<file path="config.mk">
export PLATFORM = sky130hd
export DESIGN_NAME = mpu_xfer_seq
export DESIGN_NICKNAME = d
export VERILOG_FILES = /design/src/rtl/mpu_xfer_seq.sv
export SDC_FILE = /design/constraint.sdc
export NUM_CORES = 1
export LEC_CHECK = 0
export ABC_AREA = 1
export CORE_UTILIZATION = 59
export DETAILED_ROUTE_END_ITERATION = 10
export PLACE_DENSITY_LB_ADDON = 0.2
export SYNTH_ARGS = -nofsm -noshare
export SYNTH_HDL_FRONTEND = slang
export SYNTH_SLANG_ARGS = --single-unit
export TNS_END_PERCENT = 50
</file>
<file path="constraint.sdc">
create_clock -name clock -period 4.9 [get_ports clock]
set_input_delay 0.98 -clock clock [delete_from_list [all_inputs] [get_ports clock]]
set_output_delay 0.98 -clock clock [all_outputs]
set_load 0.005 [all_outputs]
</file>
<file path="src/rtl/mpu_xfer_seq.sv">
// mpu_xfer_seq - data-transfer sequencer for the MPU host interface.
//
// Takes a four-word header (ID, stride, base, length) from the host word
// stream, then moves exactly `length` words between host and TPU data
// memory at addresses base + k*stride (mod 2^ADDR_WIDTH). Stores pass
// host words straight through to memory; loads stage read returns in a
// 4-entry buffer. A one-cycle O_End pulse closes every transfer.
//
// Handshakes: a transfer on any valid/ready pair happens in a cycle where
// both are high at the rising clock edge; valid never waits on ready.
//
// Ports
//   clock, reset                  clock, synchronous active-high reset
//   I_Start_St / I_Start_Ld       start store / load (sampled in IDLE only)
//   I_Valid, I_Data, O_Ready      host word stream (header and store data)
//   O_Valid, O_Data, I_Ready      load data to host
//   O_Mem_Req/We/Addr/WData       memory request, accepted with I_Mem_Rdy
//   I_Mem_RValid, I_Mem_RData     in-order read return, no backpressure
//   O_Id                          ID of the current / last transfer
//   O_Busy                        high outside IDLE
//   O_End                         one-cycle end-of-transfer pulse
//   O_Dbg_State                   current FSM state (debug observation)
module mpu_xfer_seq #(
    parameter int DATA_WIDTH = 32,
    parameter int ADDR_WIDTH = 16,
    parameter int ID_WIDTH   = 8,
    parameter int LEN_WIDTH  = 16
) (
    input  logic                  clock,
    input  logic                  reset,
    input  logic                  I_Start_St,
    input  logic                  I_Start_Ld,
    input  logic                  I_Valid,
    input  logic [DATA_WIDTH-1:0] I_Data,
    output logic                  O_Ready,
    output logic                  O_Valid,
    output logic [DATA_WIDTH-1:0] O_Data,
    input  logic                  I_Ready,
    output logic                  O_Mem_Req,
    output logic                  O_Mem_We,
    output logic [ADDR_WIDTH-1:0] O_Mem_Addr,
    output logic [DATA_WIDTH-1:0] O_Mem_WData,
    input  logic                  I_Mem_Rdy,
    input  logic                  I_Mem_RValid,
    input  logic [DATA_WIDTH-1:0] I_Mem_RData,
    output logic [ID_WIDTH-1:0]   O_Id,
    output logic                  O_Busy,
    output logic                  O_End,
    output logic [2:0]            O_Dbg_State
);

    typedef enum logic [2:0] {
        S_IDLE       = 3'd0,
        S_HDR_ID     = 3'd1,
        S_HDR_STRIDE = 3'd2,
        S_HDR_BASE   = 3'd3,
        S_HDR_LEN    = 3'd4,
        S_ST_DATA    = 3'd5,
        S_LD_DATA    = 3'd6,
        S_DONE       = 3'd7
    } state_t;

    state_t                state_q, state_d;
    logic                  is_store_q, is_store_d;
    logic [ID_WIDTH-1:0]   id_q, id_d;
    logic [ADDR_WIDTH-1:0] stride_q, stride_d;
    logic [ADDR_WIDTH-1:0] addr_q, addr_d;
    logic [LEN_WIDTH-1:0]  len_q, len_d;
    logic [LEN_WIDTH-1:0]  done_cnt_q, done_cnt_d;   // words completed (store handshakes / load pops)
    logic [LEN_WIDTH-1:0]  issued_q, issued_d;       // load read requests accepted
    logic [2:0]            outst_q, outst_d;         // reads issued but not yet returned
    logic [2:0]            fcnt_q, fcnt_d;           // words held in the return buffer
    logic [1:0]            wptr_q, wptr_d;
    logic [1:0]            rptr_q, rptr_d;
    logic [DATA_WIDTH-1:0] fifo_q [4];
    logic [DATA_WIDTH-1:0] fifo_d [4];

    logic                  mem_acc;
    logic                  push;
    logic                  pop;
    logic                  last_word;
    logic [3:0]            credit_used;
    logic [LEN_WIDTH-1:0]  hdr_len;

    assign last_word   = (done_cnt_q == len_q - LEN_WIDTH'(1));
    assign credit_used = {1'b0, outst_q} + {1'b0, fcnt_q};
    assign hdr_len     = I_Data[LEN_WIDTH-1:0];
    assign O_Id        = id_q;
    assign O_Busy      = (state_q != S_IDLE);
    assign O_Dbg_State = state_q;

    always_comb begin
        state_d     = state_q;
        is_store_d  = is_store_q;
        id_d        = id_q;
        stride_d    = stride_q;
        addr_d      = addr_q;
        len_d       = len_q;
        done_cnt_d  = done_cnt_q;
        issued_d    = issued_q;
        wptr_d      = wptr_q;
        rptr_d      = rptr_q;
        fifo_d      = fifo_q;
        mem_acc     = 1'b0;
        push        = 1'b0;
        pop         = 1'b0;
        O_Ready     = 1'b0;
        O_Valid     = 1'b0;
        O_Data      = '0;
        O_Mem_Req   = 1'b0;
        O_Mem_We    = 1'b0;
        O_Mem_WData = '0;
        O_End       = 1'b0;

        case (state_q)
            S_IDLE: begin
                done_cnt_d = '0;
                issued_d   = '0;
                // Store has priority when both starts arrive together.
                if (I_Start_St) begin
                    is_store_d = 1'b1;
                    state_d    = S_HDR_ID;
                end else if (I_Start_Ld) begin
                    is_store_d = 1'b0;
                    state_d    = S_HDR_ID;
                end
            end
            S_HDR_ID: begin
                O_Ready = 1'b1;
                if (I_Valid) begin
                    id_d    = I_Data[ID_WIDTH-1:0];
                    state_d = S_HDR_STRIDE;
                end
            end
            S_HDR_STRIDE: begin
                O_Ready = 1'b1;
                if (I_Valid) begin
                    stride_d = I_Data[ADDR_WIDTH-1:0];
                    state_d  = S_HDR_BASE;
                end
            end
            S_HDR_BASE: begin
                O_Ready = 1'b1;
                // The base goes straight into the address register; nothing
                // drives the memory port before the data phase starts.
                if (I_Valid) begin
                    addr_d  = I_Data[ADDR_WIDTH-1:0];
                    state_d = S_HDR_LEN;
                end
            end
            S_HDR_LEN: begin
                O_Ready = 1'b1;
                if (I_Valid) begin
                    len_d = hdr_len;
                    if (hdr_len == '0)  state_d = S_DONE;
                    else if (is_store_q) state_d = S_ST_DATA;
                    else                 state_d = S_LD_DATA;
                end
            end
            S_ST_DATA: begin
                O_Mem_Req   = I_Valid;
                O_Mem_We    = 1'b1;
                O_Mem_WData = I_Data;
                O_Ready     = I_Mem_Rdy;
                if (I_Valid && I_Mem_Rdy) begin
                    addr_d     = addr_q + stride_q;
                    done_cnt_d = done_cnt_q + LEN_WIDTH'(1);
                    if (last_word) state_d = S_DONE;
                end
            end
            S_LD_DATA: begin
                // Credit rule: reads in flight plus buffered words never
                // exceed the buffer depth, so a return always has a slot.
                O_Mem_Req = (issued_q < len_q) && (credit_used < 4'd4);
                mem_acc   = O_Mem_Req && I_Mem_Rdy;
                push      = I_Mem_RValid;
                O_Valid   = (fcnt_q != 3'd0);
                O_Data    = fifo_q[rptr_q];
                pop       = O_Valid && I_Ready;
                if (mem_acc) begin
                    issued_d = issued_q + LEN_WIDTH'(1);
                    addr_d   = addr_q + stride_q;
                end
                if (push) begin
                    fifo_d[wptr_q] = I_Mem_RData;
                    wptr_d         = wptr_q + 2'd1;
                end
                if (pop) begin
                    rptr_d     = rptr_q + 2'd1;
                    done_cnt_d = done_cnt_q + LEN_WIDTH'(1);
                    if (last_word) state_d = S_DONE;
                end
            end
            S_DONE: begin
                O_End   = 1'b1;
                state_d = S_IDLE;
            end
            default: state_d = S_IDLE;
        endcase

        outst_d = outst_q + {2'b00, mem_acc} - {2'b00, push};
        fcnt_d  = fcnt_q + {2'b00, push} - {2'b00, pop};
    end

    always_ff @(posedge clock) begin
        if (reset) begin
            state_q    <= S_IDLE;
            is_store_q <= 1'b0;
            id_q       <= '0;
            stride_q   <= '0;
            addr_q     <= '0;
            len_q      <= '0;
            done_cnt_q <= '0;
            issued_q   <= '0;
            outst_q    <= '0;
            fcnt_q     <= '0;
            wptr_q     <= '0;
            rptr_q     <= '0;
        end else begin
            state_q    <= state_d;
            is_store_q <= is_store_d;
            id_q       <= id_d;
            stride_q   <= stride_d;
            addr_q     <= addr_d;
            len_q      <= len_d;
            done_cnt_q <= done_cnt_d;
            issued_q   <= issued_d;
            outst_q    <= outst_d;
            fcnt_q     <= fcnt_d;
            wptr_q     <= wptr_d;
            rptr_q     <= rptr_d;
        end
    end

    // Buffer storage needs no reset: only entries counted by fcnt_q are read.
    always_ff @(posedge clock) begin
        fifo_q <= fifo_d;
    end

    assign O_Mem_Addr = addr_q;

endmodule

</file>
==> results.cfg <==
[run_status]
status = complete, no violations

[placement]
dp_hpwl_um = 20200
post_dp_cell_area_um2 = 13600
gp_congestion = 0.936
io_buffers = 168

[timing]
skew_ps = 19.3
rsz0062_at_grt = false
relSlewSlack_pct = 39.3
drv_slew = 0
fin_crit_sh_pct = 77.0
fin_crit_ps = 3770
totalNegativeSetupSlack_ps = 0
worst_pin_slew_ps = 908
setup_viol = 0
finalHoldViolCount = 0
fmax_mhz = 265

[job]
maxCapViolations = 0

[detailed_routing]
drt_iter0_drc = 703
vias = 10157
drc_errors = 0
wl_per_cell_um = 16.3
first_pass_iters = 5
wl_um = 29800
viasPerCell = 5.57
ant_nets = 0

[critical_path]
crit_path_end_kind = output pin
crit_buf_inv = 2
path_class = reg2out
crit_arrival_ps = 2790
cp_slowest_stage_delay_ps = 700
crit_fanout = 36
start_kind = flop
path_common_cell = nor2_1
cp_cell_sequence = buf_4 > nor2_1 > nor2_1 > o21ai_0 > a21oi_1 > clkdlybuf4s50_1
required_ps = 3920
critPathTopFamily = buffers and inverters
crit_slowest_cell = dfxtp_2

[yosys]
syn_area_per_cell_um2 = 8.41
yosys.area_share.adder_pct = 5.13
yosys-top-cells-count = nor2_1, nand2_1, a21oi_1, o21ai_0, edfxtp_1
synthFlopType = edfxtp_1
synthXorXnorAreaFrac_pct = 2.18
synth_top_family_by_area = simple AND/OR/NAND/NOR gates
synthCells = 1388
ys_async_sr_fraction_pct = 0
synth_most_common_cell = nor2_1
synth_area_um2 = 11700
synth_compound_area_share_pct = 14.4
yosysTopAreaCellShare_pct = 32.9
synth_nets = 1506
yosysWarnings = 0
ys_seq_area_share_pct = 50.4
synth_area_leaders = edfxtp_1, dfxtp_1, nor2_1
synth_edf_count = 128
synth_simple_gate_area_share_pct = 21.4
synth_seq_cells = 230
yosys.area.top_type = edfxtp_1
yosysUniqueCellTypes = 47
muxShareOfSynthArea_pct = 0

[floorplanning]
die_w_um = 143
die-area_um2 = 20300
start_util_pct = 60.1
num_rows = 51
core_um2 = 19400
ios = 169
die_y_um = 143

[clock_network]
clk_path_buf_depth = 3
cts.sink_count = 230
cts_buffers = 25
postCtsSetupBuffers = 0
worst_skew_pair.late_latency_ps = 540
cts_tree = built
h-tree-depth = 1
cts-resized-gates = 0
cts_hold_buffers = 0
path_clk_slew_ps = 60
cts_root_buffer = clkbuf_16

[grt]
use_met1_pct = 39.0
grt_usage_pct = 29.8
gr-total-overflow = 0
globalRouteMet3Util_pct = 5.10
grt_pass1_vias = 9796
grt_use_met2_pct = 49.6
antenna_found_initial = 0
grt_pass1_wl_um = 48000
top_usage_layer = met2
grt_max_degree = 65

[final_layout]
area_growth_pct = 23.4
layout-drive-gt1-share_pct = 5.90
utilization_pct = 74.2
final_area_um2 = 14400
diodes = 0
nFillCells = 1462
multi_input_area_um2 = 5040
nets = 1660
regArea_um2 = 5890

[power_and_ir_drop]
power_density_nw_per_um2 = 367
power.leakage_nw = 5.57
ir_drop_mv = 0.298

[hold_path]
hold_path.class = reg2reg
cell usage in the layout (no fill, tap or decap), types with 12 or more instances in the layout:
cell	netlist	layout
a21oi_1	153	153
nor2_1	261	257
dfxtp_1	102	101
o21ai_0	139	139
edfxtp_1	128	128
nand3_1	69	69
ha_1	43	43
nor2_2	8	12
nand2_1	166	166
nor3_1	21	21
inv_1	127	127
clkbuf_16	0	25
xor2_1	18	18
buf_4	3	13
clkdlybuf4s50_1	0	168
sequential cells by signal (all words and copies together), names as in the netlist:
signal,flops
O_Dbg_State,3
O_Id,8
O_Mem_Addr,16
done_cnt_q,16
fcnt_q,3
fifo_q,128
is_store_q,1
issued_q,16
len_q,16
outst_q,3
rptr_q,2
stride_q,16
wptr_q,2
per-stage QoR:
step | setup WS, ps | hold slack [ps] | power, mW | instances
floorplan | 1950 | 429 | 2.98 | 1388
finish | 1130 | 470 | 5.28 | 1825
detailed placement | 1320 | 460 | 3.39 | 1780
global placement | 1360 | 464 | 3.37 | 1780
CTS | 1140 | 474 | 5.29 | 1825
global route | 944 | 494 | 5.53 | 1825
layout make-up:
class | instances | area share (%)
clock inverter | 10 | 1.00
clock buffer | 35 | 4.82
multi-input combinational | 968 | 35.0
tap | 265 | 2.30
sequential | 230 | 40.9
timing repair buffer | 181 | 12.4
inverter | 136 | 3.60
final timing paths:
| kind | start | end | slack (ps) | cells past startpoint |
|---|---|---|---|---|
| setup / recovery | rptr_q[0] | O_Data[2] | 1130 | 6 |
| hold reg to reg | outst_q[2] | outst_q[2] | 470 | 1 |
| setup reg to reg | len_q[14] | outst_q[2] | 1370 | 16 |
| hold / removal | outst_q[2] | outst_q[2] | 470 | 1 |
per-layer routing:
metal  share of wire [%]  wire length (um)
met2                  47             14000
met1                  42             12600
met5                   0                 0
met4                 2.9               871
met3                 7.5              2240
power by group:
part	leakage [nW]	total (mW)	switching (mW)	internal [mW]
registers	1.98	2.22	0.0908	2.13
clock network	0.406	1.92	0.766	1.15
logic	3.19	1.14	0.696	0.449
total	5.57	5.28	1.55	3.73
cells by family after synthesis:
logic type | Yosys count
and+or+nand+nor | 571
xor gates and xnor gates | 29
DFF | 230
adders and majority gates | 46
AOI/OAI and AO/OA | 322
buffers and inverters | 190
Note: power is estimated with default switching activity, not from simulation.
